## src/rtl/svc_uart_rx.sv

```systemverilog
// 8N1 UART receiver: 2-flop synchronised input, mid-bit sampling FSM and a
// first-word-fall-through output FIFO with framing-error and overrun pulses.
module svc_uart_rx #(
  parameter int CLOCK_FREQ = 25_000_000,
  parameter int BAUD_RATE  = 115200,
  parameter int FIFO_DEPTH = 4
) (
  input  logic       clk,
  input  logic       rst_n,
  input  logic       urx_in,
  output logic       urx_valid,
  output logic [7:0] urx_data,
  input  logic       urx_ready,
  output logic       frame_err,
  output logic       overrun,
  output logic       busy,
  output logic [1:0] dbg_state
);

  localparam int CPB  = CLOCK_FREQ / BAUD_RATE;
  localparam int HALF = CPB / 2;
  localparam int CW   = $clog2(CPB);
  localparam int AW   = $clog2(FIFO_DEPTH);
  localparam logic [CW-1:0] C_HALF_M1 = CW'(HALF - 1);
  localparam logic [CW-1:0] C_CPB_M1  = CW'(CPB - 1);

  generate
    if (CPB < 4) begin : g_bad_cpb
      $error("svc_uart_rx: CLOCK_FREQ/BAUD_RATE must be at least 4");
    end
    if (FIFO_DEPTH < 2 || (FIFO_DEPTH & (FIFO_DEPTH - 1)) != 0) begin : g_bad_depth
      $error("svc_uart_rx: FIFO_DEPTH must be a power of two >= 2");
    end
  endgenerate

  // IDLE encodes as 0 so dbg_state reads 0 whenever the receiver is quiet.
  typedef enum logic [1:0] {S_IDLE = 2'd0, S_START = 2'd1, S_DATA = 2'd2, S_STOP = 2'd3} state_t;

  logic          r_sync1;
  logic          r_rx_s;
  state_t        r_state;
  logic          r_armed;
  logic [CW-1:0] r_cnt;
  logic [2:0]    r_bit_idx;
  logic [7:0]    r_shift;
  logic          r_frame_err;
  logic          r_overrun;
  logic [AW:0]   r_wr_ptr;
  logic [AW:0]   r_rd_ptr;
  logic [7:0]    r_mem [FIFO_DEPTH];

  logic w_stop_hit;
  logic w_push;
  logic w_full;
  logic w_empty;
  logic w_pop;
  logic w_wr_en;

  always_ff @(posedge clk) begin
    if (!rst_n) begin
      r_sync1 <= 1'b1;
      r_rx_s  <= 1'b1;
    end else begin
      r_sync1 <= urx_in;
      r_rx_s  <= r_sync1;
    end
  end

  assign w_stop_hit = (r_state == S_STOP) && (r_cnt == C_CPB_M1);
  assign w_push     = w_stop_hit && r_rx_s;

  always_ff @(posedge clk) begin
    if (!rst_n) begin
      r_state     <= S_IDLE;
      r_armed     <= 1'b0;
      r_cnt       <= '0;
      r_bit_idx   <= '0;
      r_shift     <= '0;
      r_frame_err <= 1'b0;
    end else begin
      r_frame_err <= 1'b0;
      case (r_state)
        // armed keeps a line held low (break or bad stop) from restarting a frame.
        S_IDLE: begin
          if (r_rx_s) begin
            r_armed <= 1'b1;
          end else if (r_armed) begin
            r_state <= S_START;
            r_cnt   <= '0;
            r_armed <= 1'b0;
          end
        end
        S_START: begin
          if (r_cnt == C_HALF_M1) begin
            if (r_rx_s) begin
              r_state <= S_IDLE;
            end else begin
              r_state   <= S_DATA;
              r_cnt     <= '0;
              r_bit_idx <= '0;
            end
          end else begin
            r_cnt <= r_cnt + 1'b1;
          end
        end
        S_DATA: begin
          if (r_cnt == C_CPB_M1) begin
            r_shift   <= {r_rx_s, r_shift[7:1]};
            r_cnt     <= '0;
            r_bit_idx <= r_bit_idx + 1'b1;
            if (r_bit_idx == 3'd7) r_state <= S_STOP;
          end else begin
            r_cnt <= r_cnt + 1'b1;
          end
        end
        S_STOP: begin
          if (r_cnt == C_CPB_M1) begin
            r_state     <= S_IDLE;
            r_frame_err <= !r_rx_s;
          end else begin
            r_cnt <= r_cnt + 1'b1;
          end
        end
        default: r_state <= S_IDLE;
      endcase
    end
  end

  // Valid/ready: a byte moves when urx_valid && urx_ready at a clock edge;
  // urx_valid depends only on registered pointers, never on urx_ready.
  assign w_empty = (r_wr_ptr == r_rd_ptr);
  assign w_full  = (r_wr_ptr[AW] != r_rd_ptr[AW]) && (r_wr_ptr[AW-1:0] == r_rd_ptr[AW-1:0]);
  assign w_pop   = !w_empty && urx_ready;
  assign w_wr_en = w_push && (!w_full || w_pop);

  always_ff @(posedge clk) begin
    if (rst_n && w_wr_en) r_mem[r_wr_ptr[AW-1:0]] <= r_shift;
  end

  always_ff @(posedge clk) begin
    if (!rst_n) begin
      r_wr_ptr  <= '0;
      r_rd_ptr  <= '0;
      r_overrun <= 1'b0;
    end else begin
      r_overrun <= w_push && !w_wr_en;
      if (w_wr_en) r_wr_ptr <= r_wr_ptr + 1'b1;
      if (w_pop)   r_rd_ptr <= r_rd_ptr + 1'b1;
    end
  end

  assign urx_valid = !w_empty;
  assign urx_data  = r_mem[r_rd_ptr[AW-1:0]];
  assign frame_err = r_frame_err;
  assign overrun   = r_overrun;
  assign busy      = (r_state != S_IDLE);
  assign dbg_state = r_state;

endmodule

```

## config.mk

```make
export PLATFORM = sky130hd
export DESIGN_NAME = svc_uart_rx
export DESIGN_NICKNAME = d
export VERILOG_FILES = /design/src/rtl/svc_uart_rx.sv
export SDC_FILE = /design/constraint.sdc
export NUM_CORES = 1
export LEC_CHECK = 0
export ABC_CLOCK_PERIOD_IN_PS = 4050
export CORE_MARGIN = 2
export CORE_UTILIZATION = 60
export CTS_BUF_LIST = sky130_fd_sc_hd__clkbuf_8
export DETAILED_ROUTE_END_ITERATION = 8
export PLACE_DENSITY = 0.79
export RECOVER_POWER = 50
export SLEW_MARGIN = 20
export SYNTH_ARGS = -nofsm -noshare
export SYNTH_HDL_FRONTEND = slang
export SYNTH_SLANG_ARGS = --single-unit
```

## constraint.sdc

```tcl
create_clock -name clk -period 4.05 [get_ports clk]
set_clock_uncertainty 0.15 [all_clocks]
set_input_delay 1.0125 -clock clk [delete_from_list [all_inputs] [get_ports clk]]
set_output_delay 1.0125 -clock clk [all_outputs]
set_load 0.05 [all_outputs]
```

Yosys cells after proc, flatten, opt, wreduce, memory -nomap -nowiden
Memory sizes are Yosys's and may differ from the RTL's. A register that Yosys moved wholly into a read port is not among the register bits.
Cells that the tools add are included.
Widths: inputs -> output; s select.

storage, ports and cells
  RAM bits = 32
  memory bits (read-only) = 0
  input port bits = 4
  bits in latches = 0
  flip-flop bits (word level) = 32
  memories kept = 1

cells by class
  shifts and indexed selects = 0
  bitwise operators = 0
  reduce and logical (&&, ||, !) cells = 20
  mux-type cells = 24
  multipliers = 0
  divide/modulo/power cells = 0
  equality and inequality tests = 18
  order comparisons = 0
  add/subtract/negate cells = 4

memory list
  name   depth  bits a word  rd ports  clocked after Yosys merged registers in  write ports  line  source
  r_mem  4      8            1         1                                        1            50    logic [7:0] r_mem [FIFO_DEPTH];

operators by type and width
  operator             number
  $mux 8               6
  $pmux 8 s4           1
  $mux 2               9
  $ne 2x2->1 const B   7
  $add 3x1->3 const B  3
  $mux 3               3
  $add 8x1->8 const B  1
  $eq 8x7->1 const B   1
  $eq 8x8->1 const B   1
  $pmux 2 s4           1
  $reduce_and 4->1     2
  $logic_and 1x1->1    7
  $pmux 3 s2           1
  $reduce_and 6->1     1
  $eq 2x2->1 const B   2
  $logic_not 1->1      4
  $reduce_bool 2->1    2
  $eq 3x3->1           1
  $eq 3x3->1 const B   1
  $mux 1               3
  $ne 3x3->1 const B   1
  $reduce_and 3->1     1
  $eq 2x1->1 const B   1
  $eq 2x2->1           1
  other kinds (5)      5

Depth between registers and ports, before layout
  depth after elaboration = 8
  gate-level depth with buffers = 8
  mapped depth without buffers = 6

Worst setup path after synthesis
No wires, ideal clock.

  path type = flip-flop to output port
  start point = register r_state[0], in the netlist dbg_state[0]
  end point = output port busy
  cell stages (with the launch flop) = 4
  path buffers = 1
  setup slack = 1.506 ns
  arrival time = 1.382 ns
  path through = dfxtp_1 -> buf_2 -> inv_1 -> nand2_1

between the ends
  longest elaborated chain between the ends = 1

ends and longest elaborated chain
  element                   line  source
  start: declaration        41    state_t r_state;
  start signal: assignment  74    r_state <= S_IDLE;
  start signal: assignment  88    r_state <= S_START;
  start signal: assignment  96    r_state <= S_IDLE;
  $reduce_bool 2->1         156   assign busy = (r_state != S_IDLE);
  end: declaration          16    output logic busy,

Every way passes these cells.

==> metrics.txt <==
status finished clean; slowest library cell on the worst path clkdlybuf4s50_1; RSZ-0062 raised after global routing false; maximum VDD drop 0.0001925 V; WP data required 2.89 ns; Core ar. 0.004723 mm2; Initial Util 62.07%; die area 0.005461 mm2; Post-CTS Setup Bufs 0; mapped cell area 0.002932 mm2; met2 WL 2358 um; Final setup viols 0; Worst Hold Class register to register; post-layout util 69.96%; Hold Path End r_rx_s; drt wl/cell 14.99 um; Post-Syn Instances 237; share of layout cells above drive strength 1 11.88%; grt ovf 0; minimum clock period 3.450 ns; routed wl met3 229 um; Final ANT Viol Nets 0; DRC Markers 0; IO Pins 18; die height 73.90 um; vias in the first global route 1715; antenna violations before repair 0; Placer Congestion 0.8744; Worst path max stage delay 0.72 ns; CP arrival 2.29 ns; leakage 0.001132 uW; hold path start r_sync1; Area growth syn-to-layout 12.72%; Final period util 85.18%; Synth cell types 46; commonest non-fill, non-tap cell in the layout dfxtp_1; setup_tns 0 ns; clock latency on the worst-skew pair 0.33 ns; CP delay by family, top buffers and inverters; IO Port Bufs 17; Cell Rows 25; Die Span X 73.90 um; Hold-fix buffers, CTS 0; Iter 0 DRT Violations 193; Seq/Total Area, Yosys 56.00%; r2r endpoint r_mem[3][2]; ys flop type dfxtp_1; Max Clock Freq 0.2899 GHz; Relative slew margins 31.20%; Hold Fails Final Rpt 0; Buf/Inv on CP 1; MaxCap Viol Count 0; final slew viol count 0; first-pass GRT wire length 8086 um; Pwr Density 352.3 mW/mm2; Synth Warn # 0; crit path capture type output port; final wirelength 4917 um; Resized cells post-CTS 0; clk slew on worst S/H paths 0.07 ns; fill count 329; synthesized area per cell 12.37 um2; Post-synth EDFFs 32; CP Launch Type register; Setup CP Type register to output port; Vias/cell 5.601; CTS Sinks 66; diodes inserted 0; largest net degree at the start of global routing 24; CTS buffer count 9; clock tree buffer depth 2; fraction of registers with async set/reset 0%; HPWL after DPL 3320 um; post-synth top area share 32.78%; DR pass1 iterations 4; Final #Nets 270; most frequent cells in the layout 34 x dfxtp_1, 32 x edfxtp_1, 25 x nor2_1, 22 x mux2i_1, 16 x clkdlybuf4s50_1; FF+latch count, synth 66; worst reg-to-reg path cell count 6; internal reg-to-reg setup slack 1.50 ns; top post-synthesis cells by area edfxtp_1 33%, dfxtp_1 23%, mux2i_1 7.5%; top routing layer in use met4; CTS tree built; worst-margin pin slew 1.032 ns; wl on met1 2264 um; CTS H-tree lvls 3; routed vias 1837; GRT Total Usage 20.35%; start of the worst register-to-register path r_cnt[0]; Root Driver clkbuf_8; worst path cell trace mux4_2 > clkdlybuf4s50_1; CP Max Fanout 8; Synth area leader edfxtp_1; Hold Crit Depth 1; syn nets 250
-- cell usage after synthesis (all sizes together) (2+ instances only) --
| cell type | number |
|---|---|
| a211oi | 4 |
| a21oi | 6 |
| nand2 | 12 |
| nand3 | 3 |
| dfxtp | 34 |
| inv | 12 |
| ha | 9 |
| or4 | 2 |
| or3 | 3 |
| edfxtp | 32 |
| o211ai | 10 |
| nand4 | 3 |
| buf | 7 |
| nor4 | 2 |
| nand4b | 3 |
| clkbuf | 6 |
| o21ai | 7 |
| mux4 | 8 |
| xor2 | 5 |
| mux2i | 22 |
| nor3 | 4 |
| nand2b | 3 |
| nor2 | 25 |
-- sequential cells by signal, indices dropped and copies added, names as in the netlist, named ones only --
| signal | count |
|---|---|
| r_wr_ptr | 3 |
| overrun | 1 |
| r_shift | 8 |
| frame_err | 1 |
| r_rd_ptr | 3 |
| dbg_state | 1 |
| r_rx_s | 1 |
| r_mem | 32 |
| r_armed | 1 |
| r_sync1 | 1 |
| r_cnt | 8 |
| r_bit_idx | 3 |
-- worst max path at each step --
stage                              to  cells after the start  slack, ns         start
final                     urx_data[3]                      2       0.60      register
after global routing      urx_data[0]                      2       0.50      register
after CTS                 urx_data[3]                      2       0.53      register
after detailed placement  urx_data[3]                      2       0.91      register
after global placement    urx_data[3]                      2       0.97      register
after floorplan                  busy                      3       1.51  dbg_state[0]
-- area by class of cell --
| class | count | area [um2] | area share (%) |
|---|---|---|---|
| Tap cell | 67 | 83.83 | 2.537 |
| Clock inverter | 6 | 28.78 | 0.8709 |
| Multi-Input combinational cell | 146 | 1177 | 35.63 |
| Timing Repair Buffer | 22 | 203.9 | 6.172 |
| Inverter | 12 | 45.04 | 1.363 |
| Sequential cell | 66 | 1642 | 49.68 |
| Clock buffer | 9 | 123.9 | 3.749 |
-- logic make-up (layout without fill, tap and decap cells) --
family / count (synthesis) / in the layout / share of synthesized area [%]
adders and majority gates: 9 / 9 / 3.841
xor gates and xnor gates: 6 / 6 / 1.793
buffers and inverters: 25 / 49 / 3.756
DFF: 66 / 66 / 56.00
AOI/OAI and AO/OA: 34 / 34 / 7.853
muxes: 30 / 30 / 13.66
and+or+nand+nor: 67 / 67 / 13.10
-- where the power goes --
| part | internal (uW) | switching [uW] |
|---|---|---|
| clock network | 210 | 226 |
| logic | 11.4 | 17.0 |
| registers | 696 | 4.22 |
-- worst reg2reg max path, cell delays in order (launching register included) --
cell and delay, ns:
dfxtp_1 0.34, inv_1 0.08, ha_1 0.17, nand4b_2 0.25, nor4_4 0.39, nand3_1 0.17, nor2_1 0.63
-- per-stage QoR --
| stage | hold slack [ns] | instance area, um2 | total power (uW) | setup slack, ns | std cells |
|---|---|---|---|---|---|
| floorplan | 0.2363 | 2932 | 734.9 | 1.506 | 237 |
| global placement | 0.2398 | 3164 | 743.3 | 0.9674 | 313 |
| detailed placement | 0.2461 | 3164 | 744.0 | 0.9061 | 313 |
| CTS | 0.2634 | 3317 | 1175 | 0.5290 | 328 |
| global route | 0.2748 | 3304 | 1205 | 0.5012 | 328 |
| finish | 0.2587 | 3304 | 1164 | 0.6000 | 328 |
-- routing by layer --
| layer | up-vias | track usage [%] |
|---|---|---|
| met5 | - | 0 |
| li1 | 911 | - |
| met3 | 6 | 5.761 |
| met2 | 40 | 31.65 |
| met1 | 880 | 26.63 |
| met4 | 0 | 9.293 |
(Power assumes the default switching activity.)
